**config.mk**
```make
export PLATFORM = sky130hd
export DESIGN_NAME = addr_gen_out_tiled_flat
export DESIGN_NICKNAME = d
export VERILOG_FILES = /design/src/rtl/addr_gen_out_tiled_if.sv /design/src/rtl/addr_gen_out_tiled.sv /design/src/flat_wrapper.sv
export SDC_FILE = /design/constraint.sdc
export NUM_CORES = 1
export LEC_CHECK = 0
export CAP_MARGIN = 10
export CORE_MARGIN = 2
export CORE_UTILIZATION = 43
export DETAILED_ROUTE_END_ITERATION = 12
export PLACE_DENSITY = 0.81
export SETUP_SLACK_MARGIN = 0.4
export SYNTH_ARGS = -nofsm -noshare
export SYNTH_HDL_FRONTEND = slang
export SYNTH_SLANG_ARGS = --single-unit
```
**constraint.sdc**
```tcl
create_clock -name clk -period 2.4 [get_ports clk]
set_input_delay 0.24 -clock clk [delete_from_list [all_inputs] [get_ports clk]]
set_output_delay 0.24 -clock clk [all_outputs]
set_load 0.02 [all_outputs]
```
**src/rtl/addr_gen_out_tiled_if.sv**
```systemverilog
// addr_gen_out_tiled_if: tile request/status handshake and per-bank write bus of addr_gen_out_tiled.
interface addr_gen_out_tiled_if #(
  parameter int RAM_O_SIZE = 256,
  parameter int ARRAY_M = 8,
  parameter int ROW_WIDTH = 8,
  parameter int ADDR_WIDTH = $clog2(RAM_O_SIZE),
  parameter int ADDR_SET_WIDTH = ADDR_WIDTH * ARRAY_M
);
  logic                      start;
  logic [ROW_WIDTH-1:0]      num_rows;
  logic [$clog2(ARRAY_M):0]  num_cols;
  logic [ADDR_WIDTH-1:0]     base_addr;
  logic [ADDR_WIDTH-1:0]     row_stride;
  logic                      busy;
  logic                      done;
  logic [ADDR_SET_WIDTH-1:0] addr_set;
  logic [ARRAY_M-1:0]        enable_set;
  modport master (
    output start, num_rows, num_cols, base_addr, row_stride,
    input  busy, done, addr_set, enable_set
  );
  modport slave (
    input  start, num_rows, num_cols, base_addr, row_stride,
    output busy, done, addr_set, enable_set
  );
endinterface

```
**src/rtl/addr_gen_out_tiled.sv**
```systemverilog
// addr_gen_out_tiled: output-bank write address/enable generator for one tile per start pulse.
// OUT_ADDR_SKEW_EN defined: column m lags column 0 by m cycles; undefined: all columns write together.
module addr_gen_out_tiled #(
  parameter int RAM_O_SIZE = 256,
  parameter int ARRAY_M = 8,
  parameter int ROW_WIDTH = 8,
  parameter int ADDR_WIDTH = $clog2(RAM_O_SIZE),
  parameter int ADDR_SET_WIDTH = ADDR_WIDTH * ARRAY_M
) (
  input logic clk,
  input logic reset,
  addr_gen_out_tiled_if.slave tile_if
);
  localparam int CW = $clog2(ARRAY_M) + 1;
  typedef enum logic [1:0] {IDLE, RUN, DRAIN, DONE} state_e;
  state_e                state_q, state_d;
  logic [ROW_WIDTH-1:0]  rows_left_q, rows_left_d;
  logic [ADDR_WIDTH-1:0] stride_q, stride_d;
  logic [ADDR_WIDTH-1:0] addr0_q, addr0_d;
  logic                  en0_q, en0_d;
  logic [ARRAY_M-1:0]    mask_q, mask_d;
  logic [CW-1:0]         clamp;
  logic                  accept, go;
  logic [ADDR_SET_WIDTH-1:0] addr_set;
  logic [ARRAY_M-1:0]    enable_set;
`ifdef OUT_ADDR_SKEW_EN
  logic [CW-1:0]         drain_q, drain_d;
  logic [ARRAY_M-1:1]    tail_en_q;
  logic [ADDR_WIDTH-1:0] tail_addr_q [1:ARRAY_M-1];
  logic [ARRAY_M-1:0]    col_en;
  logic [ADDR_WIDTH-1:0] col_addr [ARRAY_M];
`endif
  assign clamp  = tile_if.num_cols > CW'(ARRAY_M) ? CW'(ARRAY_M) : tile_if.num_cols;
  assign accept = tile_if.start && (state_q == IDLE || state_q == DONE);
  assign go     = accept && tile_if.num_rows != '0 && clamp != '0;
  always_comb begin
    state_d = state_q;
    rows_left_d = rows_left_q;
    stride_d = stride_q;
    mask_d = mask_q;
    en0_d = 1'b0;
    addr0_d = addr0_q;
`ifdef OUT_ADDR_SKEW_EN
    drain_d = drain_q;
`endif
    unique case (state_q)
      IDLE, DONE: begin
        state_d = accept ? (go ? RUN : DONE) : IDLE;
        if (accept) begin
          rows_left_d = tile_if.num_rows - 1'b1;
          stride_d = tile_if.row_stride;
          addr0_d = tile_if.base_addr;
          en0_d = go;
          for (int m = 0; m < ARRAY_M; m++) mask_d[m] = CW'(m) < clamp;
`ifdef OUT_ADDR_SKEW_EN
          drain_d = clamp - CW'(2);
`endif
        end
      end
      RUN: begin
        en0_d = rows_left_q != '0;
        addr0_d = rows_left_q != '0 ? addr0_q + stride_q : addr0_q;
        rows_left_d = rows_left_q - 1'b1;
`ifdef OUT_ADDR_SKEW_EN
        state_d = rows_left_q != '0 ? RUN : (mask_q[1] ? DRAIN : DONE);
`else
        state_d = rows_left_q != '0 ? RUN : DONE;
`endif
      end
      default: begin
`ifdef OUT_ADDR_SKEW_EN
        // drain_q counts the remaining skew-tail cycles after this one
        state_d = drain_q == '0 ? DONE : DRAIN;
        drain_d = drain_q - 1'b1;
`else
        state_d = DONE;
`endif
      end
    endcase
  end
  always_ff @(posedge clk) begin
    if (reset) begin
      state_q <= IDLE;
      rows_left_q <= '0;
      stride_q <= '0;
      addr0_q <= '0;
      en0_q <= 1'b0;
      mask_q <= '0;
`ifdef OUT_ADDR_SKEW_EN
      drain_q <= '0;
`endif
    end else begin
      state_q <= state_d;
      rows_left_q <= rows_left_d;
      stride_q <= stride_d;
      addr0_q <= addr0_d;
      en0_q <= en0_d;
      mask_q <= mask_d;
`ifdef OUT_ADDR_SKEW_EN
      drain_q <= drain_d;
`endif
    end
  end
`ifdef OUT_ADDR_SKEW_EN
  always_comb begin
    col_en = {tail_en_q, en0_q};
    col_addr[0] = addr0_q;
    for (int m = 1; m < ARRAY_M; m++) col_addr[m] = tail_addr_q[m];
  end
  // each active column replays its left neighbour one cycle later
  always_ff @(posedge clk) begin
    if (reset) begin
      tail_en_q <= '0;
      for (int m = 1; m < ARRAY_M; m++) tail_addr_q[m] <= '0;
    end else begin
      for (int m = 1; m < ARRAY_M; m++) begin
        tail_en_q[m] <= col_en[m-1] & mask_q[m];
        tail_addr_q[m] <= mask_q[m] ? col_addr[m-1] : '0;
      end
    end
  end
`endif
  always_comb begin
    addr_set = '0;
    enable_set = '0;
    for (int m = 0; m < ARRAY_M; m++) begin
`ifdef OUT_ADDR_SKEW_EN
      enable_set[m] = col_en[m] & mask_q[m];
      addr_set[ADDR_WIDTH*m +: ADDR_WIDTH] = mask_q[m] ? col_addr[m] : '0;
`else
      enable_set[m] = en0_q & mask_q[m];
      addr_set[ADDR_WIDTH*m +: ADDR_WIDTH] = mask_q[m] ? addr0_q : '0;
`endif
    end
  end
  assign tile_if.busy = state_q == RUN || state_q == DRAIN;
  assign tile_if.done = state_q == DONE;
  assign tile_if.addr_set = addr_set;
  assign tile_if.enable_set = enable_set;
endmodule

```
**src/flat_wrapper.sv**
```systemverilog
// flat-port wrapper written by rule: the top's interface ports become plain ports
module addr_gen_out_tiled_flat 
#(
  parameter int RAM_O_SIZE = 256,
  parameter int ARRAY_M = 8,
  parameter int ROW_WIDTH = 8,
  parameter int ADDR_WIDTH = $clog2(RAM_O_SIZE),
  parameter int ADDR_SET_WIDTH = ADDR_WIDTH * ARRAY_M
)
  (clk, reset, tile_if_start, tile_if_num_rows, tile_if_num_cols, tile_if_base_addr, tile_if_row_stride, tile_if_busy, tile_if_done, tile_if_addr_set, tile_if_enable_set);
  addr_gen_out_tiled_if #(.RAM_O_SIZE(RAM_O_SIZE), .ARRAY_M(ARRAY_M), .ROW_WIDTH(ROW_WIDTH), .ADDR_WIDTH(ADDR_WIDTH), .ADDR_SET_WIDTH(ADDR_SET_WIDTH)) tile_if_i ();
  input logic clk;
  input logic reset;
  input wire logic [$bits(tile_if_i.start)-1:0] tile_if_start;
  input wire logic [$bits(tile_if_i.num_rows)-1:0] tile_if_num_rows;
  input wire logic [$bits(tile_if_i.num_cols)-1:0] tile_if_num_cols;
  input wire logic [$bits(tile_if_i.base_addr)-1:0] tile_if_base_addr;
  input wire logic [$bits(tile_if_i.row_stride)-1:0] tile_if_row_stride;
  output wire logic [$bits(tile_if_i.busy)-1:0] tile_if_busy;
  output wire logic [$bits(tile_if_i.done)-1:0] tile_if_done;
  output wire logic [$bits(tile_if_i.addr_set)-1:0] tile_if_addr_set;
  output wire logic [$bits(tile_if_i.enable_set)-1:0] tile_if_enable_set;
  assign tile_if_i.start = tile_if_start;
  assign tile_if_i.num_rows = tile_if_num_rows;
  assign tile_if_i.num_cols = tile_if_num_cols;
  assign tile_if_i.base_addr = tile_if_base_addr;
  assign tile_if_i.row_stride = tile_if_row_stride;
  assign tile_if_busy = tile_if_i.busy;
  assign tile_if_done = tile_if_i.done;
  assign tile_if_addr_set = tile_if_i.addr_set;
  assign tile_if_enable_set = tile_if_i.enable_set;
  addr_gen_out_tiled #(.RAM_O_SIZE(RAM_O_SIZE), .ARRAY_M(ARRAY_M), .ROW_WIDTH(ROW_WIDTH), .ADDR_WIDTH(ADDR_WIDTH), .ADDR_SET_WIDTH(ADDR_SET_WIDTH)) u_core (.clk(clk), .reset(reset), .tile_if(tile_if_i));
endmodule
```
==> run metrics <==
outcome complete, no violations; antenna violations before repair 0; cell taking the most area after synthesis dfxtp_1; floorplan row count 27; routed len/inst 14.9 um; Synth area leaders dfxtp_1 (28%), and2_1 (18%), a21oi_1 (6.2%), ha_1 (5.5%), nand2_1 (4.8%); Worst Clk Skew 0.00604 ns; Worst Path Buf+Inv 1; number of clock sinks 35; worst-case vdd ir drop 466 uV; Crit. End Element register; placer's final routability congestion estimate 0.935; number of warnings issued by yosys 0; max-cap violation count 0; Least-Margin Pin Slew 0.468 ns; most frequently used flop master after synthesis dfxtp_1; Fmax 0.506 GHz; cell types with the highest counts after synthesis and2_1 (73), dfxtp_1 (35), nand2_1 (32), a21oi_1 (31), nor2_1 (24); initial standard-cell utilization of the core 44.8%; CTS root buffer clkbuf_8; RSZ-0062 raised after global routing yes; CP Data Required Time 2.62 ns; clock input transition at the sequential cells of the worst setup and hold paths 0.08 ns; setup violators final 0; remaining design rule violation count 0; Post-Syn Instances 332; worst min-delay path startpoint u_core.stride_q[5]$_SDFFE_PP0P_; register bit count reported by yosys 35; origin of the critical flop-to-flop path u_core.addr0_q[0]$_SDFFE_PP0P_; sequential standard cell area 708 um^2; largest stage delay on the critical path 0.47 ns; fin. max-slew vios 0; fillers 485; count of flip-flops with a built-in enable after synthesis 0; number of standard cells in the final layout excluding fillers 513; arrival time at the worst endpoint 2.19 ns; wire length of the first global-routing pass 12,000 um; fraction of registers with async set/reset 0%; Floorplan Core Area 5570 um^2; area enclosed by the die boundary 6440 um^2; Iteration-0 DRC Markers 118; CTS tree yes; Slew Limit Headroom 68.5%; final period demand of the worst path 1.98 ns; synthesized net count 375; CP startpoint kind register; total wire length after detailed routing 7650 um; first-pass iteration count of the detailed router 4; residual antenna-violating net count after detailed routing 0; hold-critical path depth 2; number of distinct library cell variants in the gate-level netlist after synthesis 47; final clock period utilization by the worst path 82.3%; endpoint of the most critical register-to-register path u_core.addr0_q[6]$_SDFFE_PP0P_; layout overhead on the synthesized area 53.3%; Hold Crit Class reg2reg; delay-heaviest family, CP compound AO/OA/AOI/OAI gates; # IOs 105; vias 2,718; Crit Path Class reg2reg; end point of the most critical hold path u_core.stride_q[5]$_SDFFE_PP0P_; area used by multi-input combinational logic 1760 um^2; via count of the first global-routing pass 2,454; clock latency reported for the late side of the worst-skew pair 0.29 ns; part of the Yosys area used for sequential elements 28.0%; Reg2Reg Setup Slack 0.42 ns; Yosys top cell area share 28.0%; deepest level of the CTS H-tree 2; crit-path cells ha_2 -> inv_1 -> fa_2 -> nor2b_4 -> o31a_1 -> or4b_1 -> a21o_1 -> a211oi_2; count of cells along the worst register-to-register path 8; Total Neg Setup Slack 0 ns; Post-Synthesis Mean Instance Area 7.53 um^2; Remaining Overflow, GRT 0; ANT cells 0; fin util 68.7%; post-layout total power 0.00277 W; mapped cell area 2500 um^2; DIE WIDTH 80.2 um; maximum buffer depth of the clock tree 2; cell count after placement 501; Num CTS Buffers 5; post-route setup slack 0.425 ns; Hold Vio Cnt, Final 0; total power per unit cell area 723 nW/um^2; final layout net count 483; Chip Height 80.2 um; worst setup slack before clock tree synthesis 0.212 ns; largest net degree at the start of global routing 27; library cell contributing the largest single delay on the critical path or4b_1; IO buf count 104; placed wire-length estimate 5770 um; leakage power 1.45 nW; layout cell share with drive strength beyond 1 8.84%; maximum fanout count along the critical path 3; Overall Global Routing Usage 23.5%; number of vias per cell 5.30; leading cell type by number of instances after synthesis and2_1
## kinds of logic (layout without fill, tap and decap cells)
| logic type | count (synthesis) | after routing | synth area share, % |
|---|---|---|---|
| XOR/XNOR | 5 | 5 | 1.75 |
| AO/OA/AOI/OAI | 82 | 82 | 19.9 |
| adder cells (fa/ha/maj) | 12 | 12 | 6.31 |
| AND/OR/NAND/NOR | 163 | 163 | 36.2 |
| flip-flops | 35 | 35 | 28.0 |
| buffers and inverters | 26 | 135 | 4.05 |
| multiplexers | 9 | 9 | 3.70 |
## worst reg2reg max path: stages (launching register included)
cell,delay [ns]
dfxtp_4,0.34
ha_2,0.19
inv_1,0.07
fa_2,0.22
nor2b_4,0.05
o31a_1,0.25
or4b_1,0.47
a21o_1,0.18
a211oi_2,0.16
## where the power goes
group          leakage (nW)  switching, W  internal [W]
registers             0.291      0.000200      0.000705
clock network        0.0515      0.000218      0.000262
logic                  1.11      0.000719      0.000666
total                  1.45       0.00114       0.00163
## how the worst max path moves through the flow
stage | start | to | slack [ns] | cells past startpoint
final | u_core.addr0_q[0]$_SDFFE_PP0P_ | u_core.addr0_q[6]$_SDFFE_PP0P_ | 0.42 | 8
after global routing | u_core.state_q[1]$_SDFF_PP0_ | u_core.rows_left_q[7]$_SDFFE_PP0P_ | 0.19 | 8
after global placement | u_core.addr0_q[0]$_SDFFE_PP0P_ | u_core.addr0_q[6]$_SDFFE_PP0P_ | 0.35 | 8
after CTS | u_core.state_q[0]$_SDFF_PP0_ | tile_if_busy | 0.36 | 4
after floorplan | u_core.state_q[1]$_SDFF_PP0_ | u_core.rows_left_q[4]$_SDFFE_PP0P_ | 0.41 | 10
after detailed placement | u_core.state_q[1]$_SDFF_PP0_ | u_core.rows_left_q[4]$_SDFFE_PP0P_ | 0.21 | 9
## placed cells by master, fill, tap and decap left out, drive strengths merged, types with 2 or more instances in the layout
cell,n
inv,12
xnor2,4
and2,73
a31oi,5
nor3,12
o21ai,18
clkbuf,8
nand3,3
nor3b,2
a211oi,10
nor2b,2
dfxtp,35
nand2b,4
mux2,2
a21oi,31
ha,11
clkdlybuf4s50,103
nand2,32
mux2i,7
buf,11
o2111ai,2
nor2,24
o22ai,3
o211ai,2
a21o,2
nor4,4
o21a,2
## layer usage
metal	vias to the layer above	share of wire, %	track usage, %
met5	-	0	0
met4	0	1.2	9.15
met3	11	5.6	3.48
met2	92	49	39.6
met1	1247	44	30.1
li1	1368	-	-
## state kept, by name (all words and copies together) (netlist names)
name / count
u_core.addr0_q: 8
u_core.en0_q: 1
u_core.mask_q: 8
u_core.rows_left_q: 8
u_core.state_q: 2
u_core.stride_q: 8
## metrics by stage
stage	cell area, um^2	hold slack, ns
3_3_place_gp	3630	0.454
2_1_floorplan	2500	0.376
5_1_grt	3830	0.483
6_report	3830	0.462
3_5_place_dp	3630	0.455
4_1_cts	3760	0.465
## cell type report
type / instances / share of cell area [%]
inverter: 12 / 1.18
timing repair buffer: 115 / 29.5
multi-input combinational: 271 / 45.9
clock buffer: 8 / 2.61
tap: 72 / 2.35
sequential: 35 / 18.5
## what timing repair did
| item | in CTS | in global routing |
|---|---|---|
| hold buffers | 0 | 0 |
| gates cloned | 0 | 0 |
| pin swaps | 1 | 3 |
| setup endpoints to repair | 11 | 10 |
| gates resized for setup | 8 | 13 |
| buffers inserted | 1 | 3 |
Power figures use the tool's default switching activity.
